## config.mk

```make
export PLATFORM = sky130hd
export DESIGN_NAME = advanced_fifo_controller_flat
export DESIGN_NICKNAME = d
export VERILOG_FILES = /design/src/rtl/advanced_fifo_controller_if.sv /design/src/rtl/advanced_fifo_controller.sv /design/src/flat_wrapper.sv
export SDC_FILE = /design/constraint.sdc
export NUM_CORES = 1
export LEC_CHECK = 0
export ABC_AREA = 0
export CORE_UTILIZATION = 37
export CTS_CLUSTER_SIZE = 30
export DETAILED_ROUTE_END_ITERATION = 10
export PLACE_DENSITY = 0.79
export SLEW_MARGIN = 0
export SYNTH_ARGS = -nofsm -noshare
export SYNTH_HDL_FRONTEND = slang
export SYNTH_SLANG_ARGS = --single-unit
```

## constraint.sdc

```tcl
create_clock -name clock -period 3 [get_ports clock]
set_clock_uncertainty 0.05 [all_clocks]
set_input_delay 0.3 -clock clock [delete_from_list [all_inputs] [get_ports clock]]
set_output_delay 0.3 -clock clock [all_outputs]
set_load 0.01 [all_outputs]
```

## src/rtl/advanced_fifo_controller_if.sv

```systemverilog
`default_nettype none
// ============================================================================
//  Module      : advanced_fifo_controller_if
//  Description : Producer/consumer request bus plus 1R1W memory bus of the
//                advanced FIFO controller.
//                  write_enable / write_data   : producer write request
//                  read_enable  / read_data    : consumer read request / data
//                  memory_*                    : external 1R1W RAM port
//                Modport master is the controller's view (it drives the
//                memory bus and read_data); modport slave is the view of the
//                surrounding producer, consumer and memory.
//  Revision    : 1.0 - initial release
// ============================================================================
interface advanced_fifo_controller_if #(
    parameter int WIDTH      = 8,
    parameter int DEPTH_LOG2 = 2
);
    logic                  write_enable;
    logic [WIDTH-1:0]      write_data;
    logic                  read_enable;
    logic [WIDTH-1:0]      read_data;
    logic                  memory_write_enable;
    logic [DEPTH_LOG2-1:0] memory_write_address;
    logic [WIDTH-1:0]      memory_write_data;
    logic                  memory_read_enable;
    logic [DEPTH_LOG2-1:0] memory_read_address;
    logic [WIDTH-1:0]      memory_read_data;

    modport master (
        input  write_enable,
        input  write_data,
        input  read_enable,
        input  memory_read_data,
        output read_data,
        output memory_write_enable,
        output memory_write_address,
        output memory_write_data,
        output memory_read_enable,
        output memory_read_address
    );

    modport slave (
        output write_enable,
        output write_data,
        output read_enable,
        output memory_read_data,
        input  read_data,
        input  memory_write_enable,
        input  memory_write_address,
        input  memory_write_data,
        input  memory_read_enable,
        input  memory_read_address
    );
endinterface
`default_nettype wire

```

## src/rtl/advanced_fifo_controller.sv

```systemverilog
`default_nettype none
// ============================================================================
//  Module      : advanced_fifo_controller
//  Description : Synchronous FIFO controller for an external 1R1W memory.
//                Any DEPTH >= 2, occupancy level, runtime almost-full /
//                almost-empty thresholds, guarded accesses, sticky
//                overflow/underflow flags and a synchronous flush.
//  Ports       : clock, resetn (async, active-low)
//                flush, clear_errors, almost_*_threshold      (inputs)
//                full, empty, almost_full, almost_empty, level,
//                overflow, underflow                          (outputs)
//                peak_level (only with ADVANCED_FIFO_CONTROLLER_PEAK_LEVEL_EN)
//                fifo_bus : advanced_fifo_controller_if.master
//  Options     : `define ADVANCED_FIFO_CONTROLLER_PEAK_LEVEL_EN adds the
//                peak_level high-water-mark output.
//  Revision    : 1.0 - initial release
// ============================================================================
module advanced_fifo_controller #(
    parameter int WIDTH       = 8,
    parameter int DEPTH       = 4,
    parameter int DEPTH_LOG2  = $clog2(DEPTH),
    parameter int LEVEL_WIDTH = $clog2(DEPTH + 1)
) (
    input  wire logic                   clock,
    input  wire logic                   resetn,
    input  wire logic                   flush,
    input  wire logic                   clear_errors,
    input  wire logic [LEVEL_WIDTH-1:0] almost_full_threshold,
    input  wire logic [LEVEL_WIDTH-1:0] almost_empty_threshold,
    output logic                        full,
    output logic                        empty,
    output logic                        almost_full,
    output logic                        almost_empty,
    output logic [LEVEL_WIDTH-1:0]      level,
    output logic                        overflow,
    output logic                        underflow,
`ifdef ADVANCED_FIFO_CONTROLLER_PEAK_LEVEL_EN
    output logic [LEVEL_WIDTH-1:0]      peak_level,
`endif
    advanced_fifo_controller_if.master  fifo_bus
);

    localparam logic [DEPTH_LOG2-1:0]  c_LAST_ADDR = DEPTH_LOG2'(DEPTH - 1);
    localparam logic [DEPTH_LOG2-1:0]  c_ADDR_ONE  = DEPTH_LOG2'(1);
    localparam logic [LEVEL_WIDTH-1:0] c_LEVEL_ONE = LEVEL_WIDTH'(1);

    logic [DEPTH_LOG2-1:0]  r_wr_addr, r_rd_addr;
    logic                   r_wr_lap, r_rd_lap;
    logic [LEVEL_WIDTH-1:0] r_level;
    logic                   r_overflow, r_underflow;

    logic [DEPTH_LOG2-1:0]  w_wr_addr_next, w_rd_addr_next;
    logic                   w_wr_lap_next, w_rd_lap_next;
    logic [LEVEL_WIDTH-1:0] w_level_next;
    logic                   w_write_accept, w_read_accept;
    logic                   w_overflow_event, w_underflow_event;
    logic                   w_addr_equal;

    // Status comes from the pointers as they stand before this cycle's accesses.
    assign w_addr_equal = (r_wr_addr == r_rd_addr);
    assign empty        = w_addr_equal && (r_wr_lap == r_rd_lap);
    assign full         = w_addr_equal && (r_wr_lap != r_rd_lap);

    // A flush cycle suppresses both accesses and any error they would raise.
    assign w_write_accept    = fifo_bus.write_enable && !full  && !flush;
    assign w_read_accept     = fifo_bus.read_enable  && !empty && !flush;
    assign w_overflow_event  = fifo_bus.write_enable &&  full  && !flush;
    assign w_underflow_event = fifo_bus.read_enable  &&  empty && !flush;

    assign fifo_bus.memory_write_enable  = w_write_accept;
    assign fifo_bus.memory_write_address = r_wr_addr;
    assign fifo_bus.memory_write_data    = fifo_bus.write_data;
    assign fifo_bus.memory_read_enable   = w_read_accept;
    assign fifo_bus.memory_read_address  = r_rd_addr;
    assign fifo_bus.read_data            = fifo_bus.memory_read_data;

    // Explicit wrap at DEPTH-1 keeps non-power-of-two depths correct; the lap
    // bit distinguishes full from empty when the addresses coincide.
    always_comb begin
        w_wr_addr_next = r_wr_addr;
        w_wr_lap_next  = r_wr_lap;
        if (w_write_accept) begin
            if (r_wr_addr == c_LAST_ADDR) begin
                w_wr_addr_next = '0;
                w_wr_lap_next  = ~r_wr_lap;
            end else begin
                w_wr_addr_next = r_wr_addr + c_ADDR_ONE;
            end
        end
    end

    always_comb begin
        w_rd_addr_next = r_rd_addr;
        w_rd_lap_next  = r_rd_lap;
        if (w_read_accept) begin
            if (r_rd_addr == c_LAST_ADDR) begin
                w_rd_addr_next = '0;
                w_rd_lap_next  = ~r_rd_lap;
            end else begin
                w_rd_addr_next = r_rd_addr + c_ADDR_ONE;
            end
        end
    end

    always_comb begin
        w_level_next = r_level;
        if (flush) begin
            w_level_next = '0;
        end else if (w_write_accept && !w_read_accept) begin
            w_level_next = r_level + c_LEVEL_ONE;
        end else if (w_read_accept && !w_write_accept) begin
            w_level_next = r_level - c_LEVEL_ONE;
        end
    end

    always_ff @(posedge clock or negedge resetn) begin
        if (!resetn) begin
            r_wr_addr <= '0;
            r_wr_lap  <= 1'b0;
            r_rd_addr <= '0;
            r_rd_lap  <= 1'b0;
            r_level   <= '0;
        end else if (flush) begin
            r_wr_addr <= '0;
            r_wr_lap  <= 1'b0;
            r_rd_addr <= '0;
            r_rd_lap  <= 1'b0;
            r_level   <= '0;
        end else begin
            r_wr_addr <= w_wr_addr_next;
            r_wr_lap  <= w_wr_lap_next;
            r_rd_addr <= w_rd_addr_next;
            r_rd_lap  <= w_rd_lap_next;
            r_level   <= w_level_next;
        end
    end

    // A fresh error in the same cycle as clear_errors keeps the flag set.
    always_ff @(posedge clock or negedge resetn) begin
        if (!resetn) begin
            r_overflow  <= 1'b0;
            r_underflow <= 1'b0;
        end else begin
            if (w_overflow_event) begin
                r_overflow <= 1'b1;
            end else if (clear_errors) begin
                r_overflow <= 1'b0;
            end
            if (w_underflow_event) begin
                r_underflow <= 1'b1;
            end else if (clear_errors) begin
                r_underflow <= 1'b0;
            end
        end
    end

    assign level        = r_level;
    assign overflow     = r_overflow;
    assign underflow    = r_underflow;
    assign almost_full  = (r_level >= almost_full_threshold);
    assign almost_empty = (r_level <= almost_empty_threshold);

`ifdef ADVANCED_FIFO_CONTROLLER_PEAK_LEVEL_EN
    logic [LEVEL_WIDTH-1:0] r_peak_level;

    // Tracks the level the queue is about to hold, so it never lags level.
    always_ff @(posedge clock or negedge resetn) begin
        if (!resetn) begin
            r_peak_level <= '0;
        end else if (clear_errors) begin
            r_peak_level <= '0;
        end else if (w_level_next > r_peak_level) begin
            r_peak_level <= w_level_next;
        end
    end

    assign peak_level = r_peak_level;
`else
    // No high-water mark in this build.
`endif

endmodule
`default_nettype wire
```

## src/flat_wrapper.sv

```systemverilog
// flat-port wrapper written by rule: the top's interface ports become plain ports
module advanced_fifo_controller_flat 
#(
    parameter int WIDTH       = 8,
    parameter int DEPTH       = 4,
    parameter int DEPTH_LOG2  = $clog2(DEPTH),
    parameter int LEVEL_WIDTH = $clog2(DEPTH + 1)
)
  (clock, resetn, flush, clear_errors, almost_full_threshold, almost_empty_threshold, full, empty, almost_full, almost_empty, level, overflow, underflow, fifo_bus_write_enable, fifo_bus_write_data, fifo_bus_read_enable, fifo_bus_memory_read_data, fifo_bus_read_data, fifo_bus_memory_write_enable, fifo_bus_memory_write_address, fifo_bus_memory_write_data, fifo_bus_memory_read_enable, fifo_bus_memory_read_address);
  advanced_fifo_controller_if #(.WIDTH(WIDTH), .DEPTH_LOG2(DEPTH_LOG2)) fifo_bus_i ();
  input  wire logic clock;
  input  wire logic resetn;
  input  wire logic flush;
  input  wire logic clear_errors;
  input  wire logic [LEVEL_WIDTH-1:0] almost_full_threshold;
  input  wire logic [LEVEL_WIDTH-1:0] almost_empty_threshold;
  output logic full;
  output logic empty;
  output logic almost_full;
  output logic almost_empty;
  output logic [LEVEL_WIDTH-1:0] level;
  output logic overflow;
  output logic underflow;
  input wire logic [$bits(fifo_bus_i.write_enable)-1:0] fifo_bus_write_enable;
  input wire logic [$bits(fifo_bus_i.write_data)-1:0] fifo_bus_write_data;
  input wire logic [$bits(fifo_bus_i.read_enable)-1:0] fifo_bus_read_enable;
  input wire logic [$bits(fifo_bus_i.memory_read_data)-1:0] fifo_bus_memory_read_data;
  output wire logic [$bits(fifo_bus_i.read_data)-1:0] fifo_bus_read_data;
  output wire logic [$bits(fifo_bus_i.memory_write_enable)-1:0] fifo_bus_memory_write_enable;
  output wire logic [$bits(fifo_bus_i.memory_write_address)-1:0] fifo_bus_memory_write_address;
  output wire logic [$bits(fifo_bus_i.memory_write_data)-1:0] fifo_bus_memory_write_data;
  output wire logic [$bits(fifo_bus_i.memory_read_enable)-1:0] fifo_bus_memory_read_enable;
  output wire logic [$bits(fifo_bus_i.memory_read_address)-1:0] fifo_bus_memory_read_address;
  assign fifo_bus_i.write_enable = fifo_bus_write_enable;
  assign fifo_bus_i.write_data = fifo_bus_write_data;
  assign fifo_bus_i.read_enable = fifo_bus_read_enable;
  assign fifo_bus_i.memory_read_data = fifo_bus_memory_read_data;
  assign fifo_bus_read_data = fifo_bus_i.read_data;
  assign fifo_bus_memory_write_enable = fifo_bus_i.memory_write_enable;
  assign fifo_bus_memory_write_address = fifo_bus_i.memory_write_address;
  assign fifo_bus_memory_write_data = fifo_bus_i.memory_write_data;
  assign fifo_bus_memory_read_enable = fifo_bus_i.memory_read_enable;
  assign fifo_bus_memory_read_address = fifo_bus_i.memory_read_address;
  advanced_fifo_controller #(.WIDTH(WIDTH), .DEPTH(DEPTH), .DEPTH_LOG2(DEPTH_LOG2), .LEVEL_WIDTH(LEVEL_WIDTH)) u_core (.clock(clock), .resetn(resetn), .flush(flush), .clear_errors(clear_errors), .almost_full_threshold(almost_full_threshold), .almost_empty_threshold(almost_empty_threshold), .full(full), .empty(empty), .almost_full(almost_full), .almost_empty(almost_empty), .level(level), .overflow(overflow), .underflow(underflow), .fifo_bus(fifo_bus_i));
endmodule
```

==> impl_metrics.py, run 1 <==
metrics = {
    "run_status": {
        "result_of_the_run": "finished, final reports clean",
    },
    "worst_setup_path": {
        "cp_capture_point": "u_core.level[1]$_DFFE_PN0P_",
        "worstPathBufferInverterCount": 0,
        "critical_path.top_delay_family": "simple AND/OR/NAND/NOR gates",
        "worstPathCellList": "xnor2_2, nand3_2, nand2_2, nor3_1, fa_1, nor2b_1, a21oi_1, o311a_2, a21oi_1, a21oi_1",
        "r2r.worst_path.cells": 10,
        "slowest_stage": "fa_1",
        "worst_ep_arrival_time_ps": 2540,
        "crit_start": "u_core.fifo_bus.memory_read_address[0]$_DFFE_PN0P_",
        "r2r_setup_slack_ps": 560,
        "critical_path.endpoint_type": "flop",
        "critical_path.startpoint_type": "flop",
        "rr_endpoint": "u_core.level[1]$_DFFE_PN0P_",
        "critical_path_depth": 10,
        "crit_path_max_incr_delay_ps": 500,
        "crit-reg2reg-launch": "u_core.fifo_bus.memory_read_address[0]$_DFFE_PN0P_",
        "crit_path_frequent_cell": "a21oi_1",
        "worstSetupPathType": "flop to flop",
        "cp_data_required_time_ps": 3100,
        "worstPathMaxFanout": 6,
    },
    "global_routing": {
        "globalRoute.totalOverflow": 0,
        "groute.usage.overall_pct": 15.7,
        "grt_pass1_vias": 766,
        "wire_length_of_the_first_global_routing_pass_mm": 3.26,
        "pin_count_of_the_biggest_net_entering_global_routing": 16,
        "number_of_antenna_violations_at_the_first_check_in_global_routing": 0,
    },
    "timing": {
        "whs_ps": 317,
        "clock.fmax_mhz": 410,
        "layout_min_cycle_time_ps": 2440,
        "final.setup.worst_slack_ps": 561,
        "slew_violations": 0,
        "finalSetupTns_ps": 0,
        "slew_headroom_pct": 65.9,
        "rsz0062_at_grt": "false",
        "fin_crit_sh_pct": 81.3,
        "setup_violations": 0,
        "hold_violations": 0,
        "worst-slew-pin-transition_ps": 511,
    },
    "route": {
        "post_drt_via_cell_ratio": 5.08,
        "post-route-drc-count": 0,
        "initialDrtViolationCount": 8,
        "detailedRoute.firstPassIterationCount": 4,
        "dr_total_vias": 808,
        "postRouteWirelength_mm": 2.01,
        "wl_per_cell_microns": 12.6,
        "detail-route-antenna-nets": 0,
    },
    "layout": {
        "final_net_count": 167,
        "area_growth_pct": 21.0,
        "finish.instance_area_sq_um": 1200,
        "final_cell_mix": "clkdlybuf4s50_1 (26), inv_1 (12), nor2_1 (12)",
        "share_of_layout_cells_above_drive_strength_1_pct": 9.30,
        "antennaDiodeCount": 0,
        "final_cell_utilization_of_the_core_pct": 47.9,
        "final-instance-count-excl-fill": 159,
        "final_common_cell": "clkdlybuf4s50_1",
    },
    "floorplanning": {
        "coreArea_sq_um": 2500,
        "design.die.area_sq_um": 2890,
        "io_pins": 59,
        "die_y_microns": 53.7,
        "dieWidth_microns": 53.7,
        "initial_core_util_pct": 39.6,
        "rows": 18,
    },
    "synthesis": {
        "synth_nets": 151,
        "synth_largest_area_cell": "dfrtp_1",
        "netlist_top_cells_area": "dfrtp_1 (28%), buf_4 (12%), ha_1 (10%)",
        "synth_sequential_area_ratio_pct": 27.8,
        "postSynthAreaPerCell_sq_um": 8.68,
        "synth_top_cell_area_share_pct": 27.8,
        "ys_types": 34,
        "synthesis.instances": 114,
        "synth_warnings": 0,
        "mappedNetlistArea_sq_um": 990,
        "synth-seq-cells": 11,
    },
    "clocking": {
        "clock_sinks": 11,
        "numCtsBuffers": 3,
        "postCtsResizedCells": 0,
        "cts_root_buffer": "clkbuf_4",
        "cts_tree": "built",
        "cts-htree-levels": 1,
        "clk_transition_reported_paths_ps": 70,
        "clk_path_buf_depth": 2,
        "clkLatencyLatePin_ps": 270,
        "post-cts-setup-buffer-count": 0,
        "cts-hold-fix-buffers": 0,
    },
    "power": {
        "power.total_mw": 0.563,
        "max-vdd-ir-drop_uv": 308,
        "power_density_nw_per_um2": 470,
        "total_leakage_power_nw": 0.559,
    },
    "place": {
        "post-place-cells": 155,
        "dp.final_hpwl_mm": 1.62,
        "gpl.final_weighted_congestion": 0.814,
        "buffer_ports.inserted": 26,
        "setup_ws_pre_cts_ps": 413,
        "post_dp_cell_area_sq_um": 1170,
    },
    "hold_path": {
        "min-delay-path-class": "primary input to async pin",
    },
    "flow_run": {
        "maxCapViolations": 0,
    },
}
-- state kept, by name, summed over array words and instances, names as in the netlist --
name / count
u_core.fifo_bus.memory_write_address: 2
u_core.fifo_bus.memory_read_address: 2
u_core.r_rd_lap: 1
u_core.underflow: 1
u_core.overflow: 1
u_core.level: 3
u_core.r_wr_lap: 1
-- report_power, final --
| group | switching [mW] | internal (mW) |
|---|---|---|
| clock network | 0.0522 | 0.0515 |
| registers | 0.0206 | 0.164 |
| logic | 0.126 | 0.148 |
| total | 0.199 | 0.364 |
-- worst min-delay path by stage --
| stage | slack, ps | endpoint | startpoint |
|---|---|---|---|
| CTS | 330 | u_core.r_wr_lap$_DFFE_PN0P_ | resetn |
| detailed placement | 470 | u_core.underflow$_DFFE_PN0P_ | u_core.underflow$_DFFE_PN0P_ |
| global route | 370 | u_core.r_wr_lap$_DFFE_PN0P_ | resetn |
| floorplan | -50 | u_core.fifo_bus.memory_read_address[0]$_DFFE_PN0P_ | resetn |
| finish | 320 | u_core.underflow$_DFFE_PN0P_ | resetn |
| global placement | 480 | u_core.overflow$_DFFE_PN0P_ | u_core.overflow$_DFFE_PN0P_ |
-- per-layer routing --
metal  share of wire, %  up-vias  track usage [%]
met5                  0        -                0
met4                2.6        0             11.4
met3                3.3       12             1.13
met2                 51       27             26.5
met1                 43      366             18.4
li1                   -      403                -
-- layout make-up --
type	instances	area, sq um
fill	235	1300
clock buffer	4	26.3
timing repair buffer	29	283
sequential	11	275
tap	30	37.5
multi-input combinational	73	531
inverter	12	45.0
-- cells by family (layout without fill, tap and decap cells) --
logic type / Yosys count / in the layout / synth area share, %
multiplexers: 3 / 3 / 3.16
flip-flops: 11 / 11 / 27.8
AND/OR/NAND/NOR: 33 / 33 / 16.2
AO/OA/AOI/OAI: 21 / 21 / 14.4
XOR/XNOR: 7 / 7 / 7.71
adder cells (fa/ha/maj): 9 / 9 / 12.1
buffers and inverters: 30 / 45 / 18.6
-- cell usage after synthesis (all sizes together) --
library cell / number
o311a: 1
clkbuf: 1
and2: 1
xor2: 3
or3: 2
fa: 1
a31oi: 2
a32oi: 1
nand2: 8
a21oi: 5
o21ai: 4
a21o: 2
buf: 17
mux2: 1
nor3: 1
inv: 12
o21a: 1
nand3: 4
nor2: 12
xnor2: 4
o211ai: 1
dfrtp: 11
nand2b: 1
o221ai: 2
o32ai: 2
ha: 8
mux2i: 2
nand4: 1
nor2b: 3
Power figures use the tool's default switching activity.
==> run 2: changes to the inputs <==
Settings changed: CORE_UTILIZATION 37 to 34, PLACE_DENSITY 0.79 to 0.77.
Clock period 3 ns to 2.2 ns, I/O delays scaled along.
==> impl_metrics.py, run 2 (synthesis gave the netlist of run 1 again) <==
metrics = {
    "global_routing": {
        "grtUsageMet3_pct": 3.26,
        "use_met1_pct": 17.9,
        "gr-usage-met2_pct": 29.4,
        "pin_count_of_the_biggest_net_entering_global_routing": 16,
        "groute.usage.overall_pct": 16.1,
        "number_of_antenna_violations_at_the_first_check_in_global_routing": 0,
        "wire_length_of_the_first_global_routing_pass_mm": 3.98,
        "gr-max-usage-layer": "met2",
        "grt_pass1_vias": 930,
        "globalRoute.totalOverflow": 0,
    },
    "floorplanning": {
        "design.die.area_sq_um": 3130,
        "die_y_microns": 56.0,
        "dieWidth_microns": 56.0,
        "initial_core_util_pct": 35.9,
        "io_pins": 59,
        "rows": 19,
        "coreArea_sq_um": 2760,
    },
    "power": {
        "power_density_nw_per_um2": 589,
        "max-vdd-ir-drop_uv": 373,
        "power.total_mw": 0.812,
        "total_leakage_power_nw": 0.662,
    },
    "timing": {
        "clock.fmax_mhz": 458,
        "slew_violations": 0,
        "fin_crit_sh_pct": 99.3,
        "finalSetupTns_ps": 0,
        "setup_violations": 0,
        "slew_headroom_pct": 64.7,
        "layout_min_cycle_time_ps": 2180,
        "whs_ps": 249,
        "rsz0062_at_grt": "true",
        "worst-slew-pin-transition_ps": 527,
        "final.setup.worst_slack_ps": 15.5,
        "hold_violations": 0,
    },
    "flow_run": {
        "maxCapViolations": 0,
    },
    "worst_setup_path": {
        "crit_path_max_incr_delay_ps": 450,
        "worstPathCellList": "xor2_2, nand3_2, nand2_2, nor3_4, fa_1, nor2b_2, a21oi_1, o311a_2, a21oi_1, a21oi_1",
        "slowest_stage": "fa_1",
        "cp_data_required_time_ps": 2340,
        "critical_path.startpoint_type": "flop",
        "crit-reg2reg-launch": "u_core.r_wr_lap$_DFFE_PN0P_",
        "worstPathMaxFanout": 3,
        "worst_ep_arrival_time_ps": 2330,
        "rr_endpoint": "u_core.level[1]$_DFFE_PN0P_",
        "worstSetupPathType": "flop to flop",
        "r2r_setup_slack_ps": 20,
        "critical_path.endpoint_type": "flop",
        "r2r.worst_path.cells": 10,
        "crit_path_frequent_cell": "a21oi_1",
    },
    "layout": {
        "final_cell_utilization_of_the_core_pct": 50.0,
        "number_of_flip_flops_under_the_largest_register_name": 3,
        "final_common_cell": "clkdlybuf4s50_1",
        "final_cell_mix": "clkdlybuf4s50_1 (22), buf_4 (18), nor2_1 (12)",
        "area_growth_pct": 39.3,
        "final_net_count": 182,
        "share_of_layout_cells_above_drive_strength_1_pct": 27.1,
        "antennaDiodeCount": 0,
        "final.fill_count": 252,
    },
    "clocking": {
        "cts_root_buffer": "clkbuf_4",
        "clk_transition_reported_paths_ps": 70,
        "cts-htree-levels": 1,
        "clkLatencyLatePin_ps": 260,
        "cts-hold-fix-buffers": 0,
        "numCtsBuffers": 3,
        "clock_sinks": 11,
        "clk_path_buf_depth": 2,
        "cts_tree": "built",
    },
    "route": {
        "postRouteWirelength_mm": 2.40,
        "initialDrtViolationCount": 17,
        "detailedRoute.firstPassIterationCount": 4,
        "wl_per_cell_microns": 13.7,
        "dr_total_vias": 882,
        "post_drt_via_cell_ratio": 5.04,
        "detail-route-antenna-nets": 0,
        "post-route-drc-count": 0,
    },
    "place": {
        "dp.final_hpwl_mm": 1.85,
        "gpl.final_weighted_congestion": 0.835,
        "buffer_ports.inserted": 26,
        "setup_ws_pre_cts_ps": -86.5,
    },
    "run_status": {
        "result_of_the_run": "finished, final reports clean",
    },
    "hold_path": {
        "min-delay-path-class": "primary input to async pin",
    },
}
[run 2: power breakdown]
part	leakage, nW	internal, mW	switching [mW]
clock network	0.0150	0.0700	0.0663
registers	0.140	0.225	0.0250
logic	0.507	0.229	0.197
[run 2: per-layer routing]
layer  share of wire, %  vias to the layer above
met5                  0                        -
met4                1.4                        0
met3                5.8                        6
met2                 53                       27
met1                 40                      419
li1                   -                      430
[run 2: metrics by stage]
step	area, sq um	cells
after floorplan	1030	114
after global placement	1280	165
after detailed placement	1280	165
after CTS	1370	175
after global routing	1380	175
final	1380	175
[run 2: worst max path at each step]
stage | start | to | slack (ps) | depth (start not counted)
floorplan | u_core.fifo_bus.memory_read_address[0]$_DFFE_PN0P_ | u_core.level[1]$_DFFE_PN0P_ | 20 | 10
global placement | almost_empty_threshold[1] | almost_empty | -30 | 7
detailed placement | fifo_bus_read_enable | u_core.level[1]$_DFFE_PN0P_ | -90 | 10
CTS | u_core.r_wr_lap$_DFFE_PN0P_ | u_core.level[1]$_DFFE_PN0P_ | 10 | 10
global route | u_core.r_wr_lap$_DFFE_PN0P_ | u_core.level[1]$_DFFE_PN0P_ | -110 | 10
finish | u_core.r_wr_lap$_DFFE_PN0P_ | u_core.level[1]$_DFFE_PN0P_ | 20 | 10
[run 2: critical path: cells and delay by family, from the launching register on]
family | cells | cell delay [ps]
flip-flops | 1 | 440
adder cells (fa/ha/maj) | 1 | 450
AO/OA/AOI/OAI | 4 | 440
AND/OR/NAND/NOR | 4 | 540
XOR/XNOR | 1 | 200
[run 2: area by class of cell]
type                            instances  area, sq um  share of cell area, %
Timing Repair Buffer                   44          394                   28.6
Inverter                               12         45.0                   3.27
Sequential cell                        11          282                   20.4
Clock buffer                            4         26.3                   1.91
Multi-Input combinational cell         73          593                   43.0
Tap cell                               31         38.8                   2.81
[run 2: timing repair]
item | CTS | global route
pin swaps | 7 | 1
buffers inserted | 6 | 0
gates resized for setup | 11 | 2
endpoints found under the setup margin | 4 | 3
